**src/rtl/tqvp_vga_timing_gen.sv**
```systemverilog
// Raster timing for the TinyQV VGA peripheral: counters, sync/blank decodes,
// per-line retrace strobe and a sticky hblank/vblank interrupt.
module tqvp_vga_timing_gen #(
  parameter int unsigned H_VISIBLE    = 1024,
  parameter int unsigned H_NARROW     = 960,
  parameter int unsigned H_FRONT      = 24,
  parameter int unsigned H_SYNC       = 136,
  parameter int unsigned H_BACK       = 144,
  parameter int unsigned V_VISIBLE    = 768,
  parameter int unsigned V_FRONT      = 3,
  parameter int unsigned V_SYNC       = 6,
  parameter int unsigned V_BACK_LONG  = 27,
  parameter int unsigned V_BACK_SHORT = 21
) (
  input  logic        clk,
  input  logic        rst_n,
  input  logic        cli,
  input  logic        enable_interrupt_on_hblank,
  input  logic        enable_interrupt_on_vblank,
  input  logic        narrow_960,
  input  logic        extra_vblank_lines_for_64mhz,
  output logic [10:0] x,
  output logic [9:0]  y,
  output logic        hsync,
  output logic        vsync,
  output logic        retrace,
  output logic        blank,
  output logic        interrupt
);

  localparam int unsigned X_W           = 11;
  localparam int unsigned Y_W           = 10;
  localparam int unsigned H_TOTAL       = H_VISIBLE + H_FRONT + H_SYNC + H_BACK;
  localparam int unsigned V_TOTAL_LONG  = V_VISIBLE + V_FRONT + V_SYNC + V_BACK_LONG;
  localparam int unsigned V_TOTAL_SHORT = V_VISIBLE + V_FRONT + V_SYNC + V_BACK_SHORT;
  localparam int unsigned HS_START      = H_VISIBLE + H_FRONT;
  localparam int unsigned HS_END        = HS_START + H_SYNC;
  localparam int unsigned VS_START      = V_VISIBLE + V_FRONT;
  localparam int unsigned VS_END        = VS_START + V_SYNC;

  logic           n_q;
  logic           s_q;
  logic [X_W-1:0] h_active;
  logic [Y_W-1:0] v_last;
  logic           line_end;
  logic           frame_end;
  logic           set_h;
  logic           set_v;

  // Mode-dependent limits and interrupt set events, all from the current x/y
  always_comb begin
    h_active  = n_q ? X_W'(H_NARROW) : X_W'(H_VISIBLE);
    v_last    = s_q ? Y_W'(V_TOTAL_SHORT - 1) : Y_W'(V_TOTAL_LONG - 1);
    line_end  = (x == X_W'(H_TOTAL - 1));
    frame_end = line_end && (y == v_last);
    set_h     = enable_interrupt_on_hblank && (x == h_active) && (y < Y_W'(V_VISIBLE));
    set_v     = enable_interrupt_on_vblank && (x == '0) && (y == Y_W'(V_VISIBLE));
  end

  // Sync position is fixed to the wide-mode timing so narrow mode only widens blanking
  assign hsync   = !((x >= X_W'(HS_START)) && (x < X_W'(HS_END)));
  assign vsync   = !((y >= Y_W'(VS_START)) && (y < Y_W'(VS_END)));
  assign blank   = (x >= h_active) || (y >= Y_W'(V_VISIBLE));
  assign retrace = line_end;

  always_ff @(posedge clk or negedge rst_n) begin
    if (!rst_n) begin
      x <= '0;
      y <= '0;
    end else if (line_end) begin
      x <= '0;
      y <= frame_end ? '0 : y + Y_W'(1);
    end else begin
      x <= x + X_W'(1);
    end
  end

  // Narrow applies from the next line, frame length from the next frame
  always_ff @(posedge clk or negedge rst_n) begin
    if (!rst_n) begin
      n_q <= 1'b0;
      s_q <= 1'b0;
    end else begin
      if (line_end)  n_q <= narrow_960;
      if (frame_end) s_q <= extra_vblank_lines_for_64mhz;
    end
  end

  // A new set event beats a simultaneous clear
  always_ff @(posedge clk or negedge rst_n) begin
    if (!rst_n) begin
      interrupt <= 1'b0;
    end else if (set_h || set_v) begin
      interrupt <= 1'b1;
    end else if (cli) begin
      interrupt <= 1'b0;
    end
  end

endmodule

```
**config.mk**
```make
export PLATFORM = sky130hd
export DESIGN_NAME = tqvp_vga_timing_gen
export DESIGN_NICKNAME = d
export VERILOG_FILES = /design/src/rtl/tqvp_vga_timing_gen.sv
export SDC_FILE = /design/constraint.sdc
export NUM_CORES = 1
export LEC_CHECK = 0
export CELL_PAD_IN_SITES_DETAIL_PLACEMENT = 0
export CELL_PAD_IN_SITES_GLOBAL_PLACEMENT = 1
export CORE_MARGIN = 2
export CORE_UTILIZATION = 30
export CTS_CLUSTER_DIAMETER = 60
export DETAILED_ROUTE_END_ITERATION = 7
export HOLD_SLACK_MARGIN = 0.1
export PLACE_DENSITY_LB_ADDON = 0.1
export SYNTH_ARGS = -nofsm -noshare
export SYNTH_HDL_FRONTEND = slang
export SYNTH_SLANG_ARGS = --single-unit
```
**constraint.sdc**
```tcl
create_clock -name clk -period 1.95 [get_ports clk]
set_clock_uncertainty 0.05 [all_clocks]
set_input_delay 0.195 -clock clk [delete_from_list [all_inputs] [get_ports clk]]
set_output_delay 0.195 -clock clk [all_outputs]
set_load 0.02 [all_outputs]
```
# [Word level (Yosys, flattened, before mapping)]
# Cells that the tools add are included.
[classes] add_sub_neg=2 multipliers=0 n_div=0 n_lt_le_gt_ge=7 eq_ne=4 shifts=0 mux=6 bitwise_logic=0 reduce_logical=13
[ops] operator="2-to-1 mux 11 bit" n=2
[ops] operator=">= comparator 10 bit, second input constant" n=2
[ops] operator="less-than comparator 10 bit, second input constant" n=2
[ops] operator="adder 11 x 1 -> 11 bit, second input constant" n=1
[ops] operator="equality test 11 bit" n=1
[ops] operator="equality test 11 bit, second input constant" n=1
[ops] operator=">= comparator 11 bit" n=1
[ops] operator=">= comparator 11 bit, second input constant" n=1
[ops] operator="logical NOT 11 bit" n=1
[ops] operator="less-than comparator 11 bit, second input constant" n=1
[ops] operator="adder 10 x 1 -> 10 bit, second input constant" n=1
[ops] operator="equality test 10 bit" n=1
[ops] operator="equality test 10 bit, second input constant" n=1
[ops] operator="2-to-1 mux 10 bit" n=1
[ops] operator="logical AND 1 bit" n=7
[ops] operator="2-to-1 mux 6 bit" n=1
[ops] operator="logical NOT 1 bit" n=2
[ops] operator="logical OR 1 bit" n=2
[ops] operator="2-to-1 mux 1 bit" n=2
[ops] operator="nonzero test 2 bit" n=1
[word_totals] regBits=24 latch_bits=0 mem_bits_rw=0 rom_bits=0 inputBits=7 out_inout_bits=26 word_cells=37 n_memories=0

# [Logic depth before layout (Yosys ltp)]
# Gate-level depths: netlist of run 1.
[depth] word_depth=6 ltp_mapped=7 depth_no_buf=7

# [Worst setup path before layout of run 1]
# OpenSTA, ideal clock, no wires.
[synth_path] kind="reg2out" from="register x[0]" to="output blank" t_arrival_ns=1.870 required_time_ns=1.705 setup_slack_ns=-0.165 path_stages_with_launch=7 n_path_buf=0 path_cell_list="dfrtp_1 inv_1 ha_1 or4b_2 nor4_1 a211oi_1 o21ai_0"
[synth_between] elab_chain_cells=2
[synth_rtl] element="start: declaration" line="22" rtl="output logic [10:0] x,"
[synth_rtl] element="start signal: assignment" line="74" rtl="x <= x + X_W'(1);"
[synth_rtl] element=">= comparator 11 bit" line="63" rtl="assign blank = (x >= h_active) || (y >= Y_W'(V_VISIBLE));"
[synth_rtl] element="logical OR 1 bit" line="63"
[synth_rtl] element="end: declaration" line="27" rtl="output logic blank,"
# Every way passes these cells.

# [Final worst setup path of run 1]
# Same ends and word-level chain as after synthesis.

==> reports/summary.txt, run 1 <==
first-pass GRT wire length: 6762 µm
worst slew margin relative to its limit: 77.96%
multiplexer area fraction after synthesis: 2.150%
worst slew pin tran: 0.3281 ns
Non-Filler Instances: 277
total clock buffers created by CTS: 3
final routed wire length divided by cell count: 15.05 µm
Maximum Capacitance Violations: 0
kind of launch point of the worst setup path: flip-flop
critical setup path kind: reg -> out
nature of the critical path endpoint: output pin
highest clock rate: 482.2 MHz
placed instance count: 270
total core area: 4692 µm²
VDD IR-drop max: 0.1885 mV
part of the power in the clock network: 39.7%
Cell Area, Synth: 1455 µm²
final non-filler cell area: 2250 µm²
count of cell types in the netlist: 36
PD cells: 384.5 nW/µm²
path category of the worst min-delay check: in -> async
Antenna Nets Post-Route: 0
period utilization: 106.3%
Filler Cells Inserted: 455
number of hold-slack violations in the final timing report: 0
time the worst path needs with I/O delays and setup: 2.074 ns
Worst Setup Slack post-DPL: -0.6410 ns
Compound-Gate Fraction of Synth Area: 9.458%
utilization after layout: 47.95%
Clk pin slew, worst setup/hold paths: 0.09 ns
Post-Syn Area per Cell: 9.573 µm²
setup repair after global routing missed its margin: yes
CTS tree: yes
antenna violations before repair: 0
Final Slew Violations: 0
worst-case clock buffer depth: 2
initial core utilization: 31.01%
I/O pin count: 33
Die Outline Area: 5424 µm²
global route total overflow: 0
Sinks on Clock Net: 24
synthesis-stage register bit count: 24
antenna cell count: 0
count of synthesis-stage warnings from yosys: 0
Rows: 25
post-detailed-routing wire length: 4170 µm
Final Hold Slack: 0.2346 ns
router iterations before antenna repair: 4
y dimension of the die: 73.65 µm
data arrival time of the critical path: 1.83 ns
leakage power figure: 1.051 nW
synthesis-to-finish area growth: 54.60%
fraction of synthesized cell area in xor and xnor cells: 7.223%
dominant combinational cell family by area after synthesis: simple AND/OR/NAND/NOR gates
Async S/R FF share, synth: 100.0%
Design Power: 0.8650 mW
startpoint of the worst-slack reg-to-reg timing path: x[7]
Iteration-0 DRC Markers: 63
final setup TNS: -0.1237 ns
largest fanout of any net on the critical path: 2
share of final-layout standard cells stronger than drive strength 1: 27.80%
data required time at the worst endpoint: 1.70 ns
RD Place Congestion: 0.7942
Layout Nets: 241
Seq/Total Area, Yosys: 41.27%
largest net degree at the start of global routing: 25
vias in the first global route: 1,394
total vias in the final route: 1,388
adder and majority cell fraction of the synthesized area: 8.598%
ys flop type: sky130_fd_sc_hd__dfrtp_1
total nets after synthesis: 169
clock insertion delay at the later pin of the skew report: 0.27 ns
combinational power share: 2.9%
# H-tree levels: 1
cell count after synthesis: 152
global-route usage over all layers: 16.59%
slack of the critical path: -0.1237 ns
# hold bufs at CTS: 0
post-place instance area: 2107 µm²
post-route DRC violation count: 0
Final setup violation count: 1
Switching Power: 0.1752 mW
launching instance or port of the critical path: x[0]
routed via count divided by cell count: 5.011
number of enable-type register cells in the synthesized netlist: 0
post-synthesis share of cell area spent on and, or, nand and nor gates: 26.83%
Chip Width: 73.65 µm
Sw Ratio: 20.25%
violations in the final reports: negative setup slack
library cell used as clock root buffer: sky130_fd_sc_hd__clkbuf_8
power share of the sequential group: 57.5%
HPWL after detailed placement: 3114 µm
status: complete, but fails checks
internal power summed over all cells: 0.6899 mW
I/O Buffers: 32
-- layout make-up --
| class | instances | area (µm²) | share of cell area [%] |
|---|---|---|---|
| multi-input cells | 112 | 863.3 | 38.38 |
| repair buffers | 73 | 624.3 | 27.75 |
| flip-flops and latches | 24 | 601.8 | 26.75 |
| well taps | 54 | 67.56 | 3.003 |
| clock buffers | 4 | 55.05 | 2.447 |
| inverters | 10 | 37.54 | 1.669 |
-- path summary, 6_finish.rpt --
kind,end,slack (ns),depth (start not counted)
max in group asynchronous,y[2],1.35,2
max,blank,-0.12,7
max reg2reg,s_q,0.03,5
min in group clk,n_q,0.44,3
min,y[8],0.23,2
min reg2reg,s_q,0.47,1
-- placed cells by master (no fill, tap or decap), types with 2 or more instances in the layout --
| cell type | Yosys | routed |
|---|---|---|
| sky130_fd_sc_hd__a21oi_1 | 4 | 4 |
| sky130_fd_sc_hd__a31oi_1 | 2 | 2 |
| sky130_fd_sc_hd__and3_1 | 8 | 8 |
| sky130_fd_sc_hd__buf_4 | 0 | 41 |
| sky130_fd_sc_hd__buf_6 | 0 | 2 |
| sky130_fd_sc_hd__clkbuf_8 | 0 | 4 |
| sky130_fd_sc_hd__clkdlybuf4s50_1 | 0 | 28 |
| sky130_fd_sc_hd__dfrtp_1 | 24 | 23 |
| sky130_fd_sc_hd__ha_1 | 10 | 9 |
| sky130_fd_sc_hd__inv_1 | 10 | 9 |
| sky130_fd_sc_hd__mux2i_1 | 2 | 2 |
| sky130_fd_sc_hd__nand2_1 | 5 | 5 |
| sky130_fd_sc_hd__nand3_1 | 15 | 14 |
| sky130_fd_sc_hd__nand4_1 | 4 | 4 |
| sky130_fd_sc_hd__nand4b_1 | 3 | 3 |
| sky130_fd_sc_hd__nor2_1 | 13 | 12 |
| sky130_fd_sc_hd__nor2b_1 | 2 | 2 |
| sky130_fd_sc_hd__nor3_1 | 4 | 3 |
| sky130_fd_sc_hd__nor3_4 | 1 | 2 |
| sky130_fd_sc_hd__o21ai_0 | 9 | 8 |
| sky130_fd_sc_hd__or3_4 | 1 | 2 |
| sky130_fd_sc_hd__xnor2_1 | 8 | 8 |
| sky130_fd_sc_hd__xor2_1 | 4 | 4 |
-- worst max-delay path: stages, from the launching register on --
cell and delay [ns]:
sky130_fd_sc_hd__dfrtp_1 0.39, sky130_fd_sc_hd__inv_1 0.06, sky130_fd_sc_hd__ha_1 0.13, sky130_fd_sc_hd__or4b_4 0.50, sky130_fd_sc_hd__nor4_4 0.19, sky130_fd_sc_hd__a211oi_2 0.05
sky130_fd_sc_hd__o21ai_1 0.09, sky130_fd_sc_hd__buf_4 0.16
-- registers in the layout, summed over array words and instances (netlist names) --
register	count
s_q	1
x	11
interrupt	1
y	10
n_q	1
-- power groups by stage --
stage               clock [mW]  combinational (mW)  sequential, mW
floorplan                    0             0.00104           0.507
detailed placement           0              0.0256           0.507
global placement             0              0.0254           0.507
global route             0.375              0.0273           0.497
finish                   0.343              0.0247           0.497
CTS                      0.359              0.0258           0.497
-- timing repair --
action,4_1_cts,5_1_grt
gates resized for setup,18,13
setup endpoints to repair,6,16
buffers inserted,1,2
pin swaps,2,1
-- layer usage --
layer | track usage, % | wire (µm) | part of all wire [%] | vias up
li1 | - | - | - | 690
met1 | 22.13 | 1999 | 48 | 671
met2 | 27.48 | 2013 | 48 | 22
met3 | 2.469 | 106 | 2.5 | 5
met4 | 5.455 | 51 | 1.2 | 0
met5 | 0 | 0 | 0 | -
-- kinds of logic (layout without fill, tap and decap cells) --
family | count (synthesis) | after routing
AO/OA/AOI/OAI | 22 | 22
XOR/XNOR | 12 | 12
adder cells (fa/ha/maj) | 10 | 10
buffers and inverters | 16 | 87
flip-flops | 24 | 24
multiplexers | 3 | 3
AND/OR/NAND/NOR | 65 | 65
-- synth_stat cells, types with 2 or more instances --
cell type / number / area [µm²]
sky130_fd_sc_hd__mux2i_1: 2 / 20.02
sky130_fd_sc_hd__o21ai_0: 9 / 45.04
sky130_fd_sc_hd__nor2_1: 13 / 48.80
sky130_fd_sc_hd__ha_1: 10 / 125.1
sky130_fd_sc_hd__and3_1: 8 / 50.05
sky130_fd_sc_hd__nor3_1: 4 / 20.02
sky130_fd_sc_hd__clkbuf_1: 2 / 7.510
sky130_fd_sc_hd__nand2_1: 5 / 18.77
sky130_fd_sc_hd__xnor2_1: 8 / 70.07
sky130_fd_sc_hd__dfrtp_1: 24 / 600.6
sky130_fd_sc_hd__a31oi_1: 2 / 12.51
sky130_fd_sc_hd__a21oi_1: 4 / 20.02
sky130_fd_sc_hd__nand3_1: 15 / 75.07
sky130_fd_sc_hd__xor2_1: 4 / 35.03
sky130_fd_sc_hd__nand4_1: 4 / 25.02
sky130_fd_sc_hd__nand4b_1: 3 / 26.28
sky130_fd_sc_hd__nor2b_1: 2 / 12.51
sky130_fd_sc_hd__inv_1: 10 / 37.54
sky130_fd_sc_hd__or3_1: 2 / 12.51
sky130_fd_sc_hd__nor4_1: 2 / 12.51
sky130_fd_sc_hd__buf_2: 4 / 20.02
No activity file was read; power rests on OpenSTA's default activity.
==> inputs of run 2 (changes only) <==
- CTS_CLUSTER_SIZE: default -> 24
==> results of run 2 <==
The final DEF is identical to that of run 1; final timing and power are the same.
==> inputs of run 3 (changes only) <==
- CTS_BUF_LIST: default -> sky130_fd_sc_hd__clkbuf_8
- DONT_BUFFER_PORTS: default -> 1
==> reports/summary.txt, run 3 (same netlist as run 1, synthesis figures left out) <==
status: complete, but fails checks
violations in the final reports: negative setup slack
largest fanout of any net on the critical path: 2
data arrival time of the critical path: 1.83 ns
time the worst path needs with I/O delays and setup: 2.074 ns
leakage power figure: 0.9484 nW
worst slew margin relative to its limit: 74.91%
post-detailed-routing wire length: 4122 µm
Antenna Nets Post-Route: 0
router iterations before antenna repair: 4
setup repair after global routing missed its margin: yes
final routed wire length divided by cell count: 16.62 µm
period utilization: 106.4%
number of flip-flops in the largest register: 11
Iteration-0 DRC Markers: 24
initial core utilization: 31.01%
Maximum Capacitance Violations: 0
VDD IR-drop max: 0.2861 mV
routed via count divided by cell count: 5.181
antenna violations before repair: 0
register with the most flip-flops: x
library cell used as clock root buffer: sky130_fd_sc_hd__clkbuf_8
antenna cell count: 0
global route total overflow: 0
final setup TNS: -0.1241 ns
Final Slew Violations: 0
highest clock rate: 482.1 MHz
Layout Nets: 212
clock insertion delay at the later pin of the skew report: 0.27 ns
first-pass GRT wire length: 6672 µm
Non-Filler Instances: 248
Largest stage delay, worst path: 0.50 ns
worst slew pin tran: 0.3735 ns
Final Hold Slack: 0.2906 ns
global-route usage over all layers: 16.64%
leading cell type in the layout, fill and taps excluded: sky130_fd_sc_hd__buf_4
kind of launch point of the worst setup path: flip-flop
vias in the first global route: 1,331
most frequent cells in the layout: sky130_fd_sc_hd__buf_4 (36), sky130_fd_sc_hd__dfrtp_1 (21), sky130_fd_sc_hd__nand3_1 (15), sky130_fd_sc_hd__nor2_1 (12), sky130_fd_sc_hd__inv_1 (10)
leading registers by flop count: x (11), y (10)
post-route DRC violation count: 0
y dimension of the die: 73.65 µm
synthesis-to-finish area growth: 34.82%
total vias in the final route: 1,285
Rows: 25
number of hold-slack violations in the final timing report: 0
I/O Buffers: 0
data required time at the worst endpoint: 1.70 ns
slack of the critical path: -0.1241 ns
path category of the worst min-delay check: in -> async
total clock buffers created by CTS: 3
largest net degree at the start of global routing: 25
post-place instance area: 1764 µm²
share of final-layout standard cells stronger than drive strength 1: 28.35%
Chip Width: 73.65 µm
Sinks on Clock Net: 24
Clk pin slew, worst setup/hold paths: 0.09 ns
Final setup violation count: 1
I/O pin count: 33
total core area: 4692 µm²
Die Outline Area: 5424 µm²
placed instance count: 235
final non-filler cell area: 1962 µm²
worst-case clock buffer depth: 2
critical setup path kind: reg -> out
RD Place Congestion: 0.7312
# H-tree levels: 1
PD cells: 445.3 nW/µm²
Worst Setup Slack post-DPL: -0.1900 ns
nature of the critical path endpoint: output pin
Filler Cells Inserted: 464
Max stage delay cell, worst path: sky130_fd_sc_hd__or4b_4
HPWL after detailed placement: 3073 µm
list of cells traversed by the critical path: inv_1 -> ha_1 -> or4b_4 -> nor4_4 -> a211oi_1 -> o21ai_1 -> buf_4
CTS tree: yes
run 3: final cells by class:
class | instances | area (µm²) | area share, %
timing repair buffer | 44 | 361.6 | 18.43
clock buffer | 4 | 55.05 | 2.806
tap | 54 | 67.56 | 3.444
inverter | 10 | 37.54 | 1.913
multi-input combinational | 112 | 835.8 | 42.60
sequential | 24 | 604.3 | 30.80
run 3: per-layer routing:
metal | vias to the layer above | share of wire [%] | track usage, %
met5 | - | 0 | 0
met4 | 0 | 1.1 | 4.848
met3 | 4 | 3.1 | 2.881
met2 | 22 | 50 | 28.97
met1 | 635 | 46 | 20.99
li1 | 624 | - | -
run 3: what timing repair did:
action / in CTS / in global routing
pin swaps: 2 / 3
hold buffers: 7 / 0
buffers inserted: 2 / 0
endpoints found under the setup margin: 3 / 4
gates resized for setup: 7 / 4
endpoints found under the hold margin: 27 / 0
run 3: final timing paths:
path / start / slack [ns] / endpoint / cells past startpoint
setup / recovery: x[1] / -0.12 / blank / 7
hold / removal: rst_n / 0.29 / y[9] / 2
setup reg to reg: s_q / 0.09 / s_q / 5
hold reg to reg: s_q / 0.50 / s_q / 1
max in group asynchronous: rst_n / 1.40 / x[9] / 2
min in group clk: s_q / 0.50 / s_q / 1
run 3: power breakdown:
| part | internal [mW] | switching, mW |
|---|---|---|
| logic | 0.0127 | 0.0125 |
| clock network | 0.181 | 0.171 |
| registers | 0.497 | 0 |
| total | 0.690 | 0.183 |
run 3: worst max-delay path, delay by kind of cell (launching register included):
family	cells	cell delay, ns
fa+ha+maj	1	0.12
simple gates	2	0.67
flops	1	0.39
compound gates	2	0.16
buf+inv	2	0.22
run 3: per-stage QoR:
stage / total power [mW] / utilization, %
3_5_place_dp: 0.5084 / 37.60
3_3_place_gp: 0.5085 / 37.60
6_report: 0.8737 / 41.81
4_1_cts: 0.8879 / 41.47
2_1_floorplan: 0.5083 / -
5_1_grt: 0.9091 / 41.81
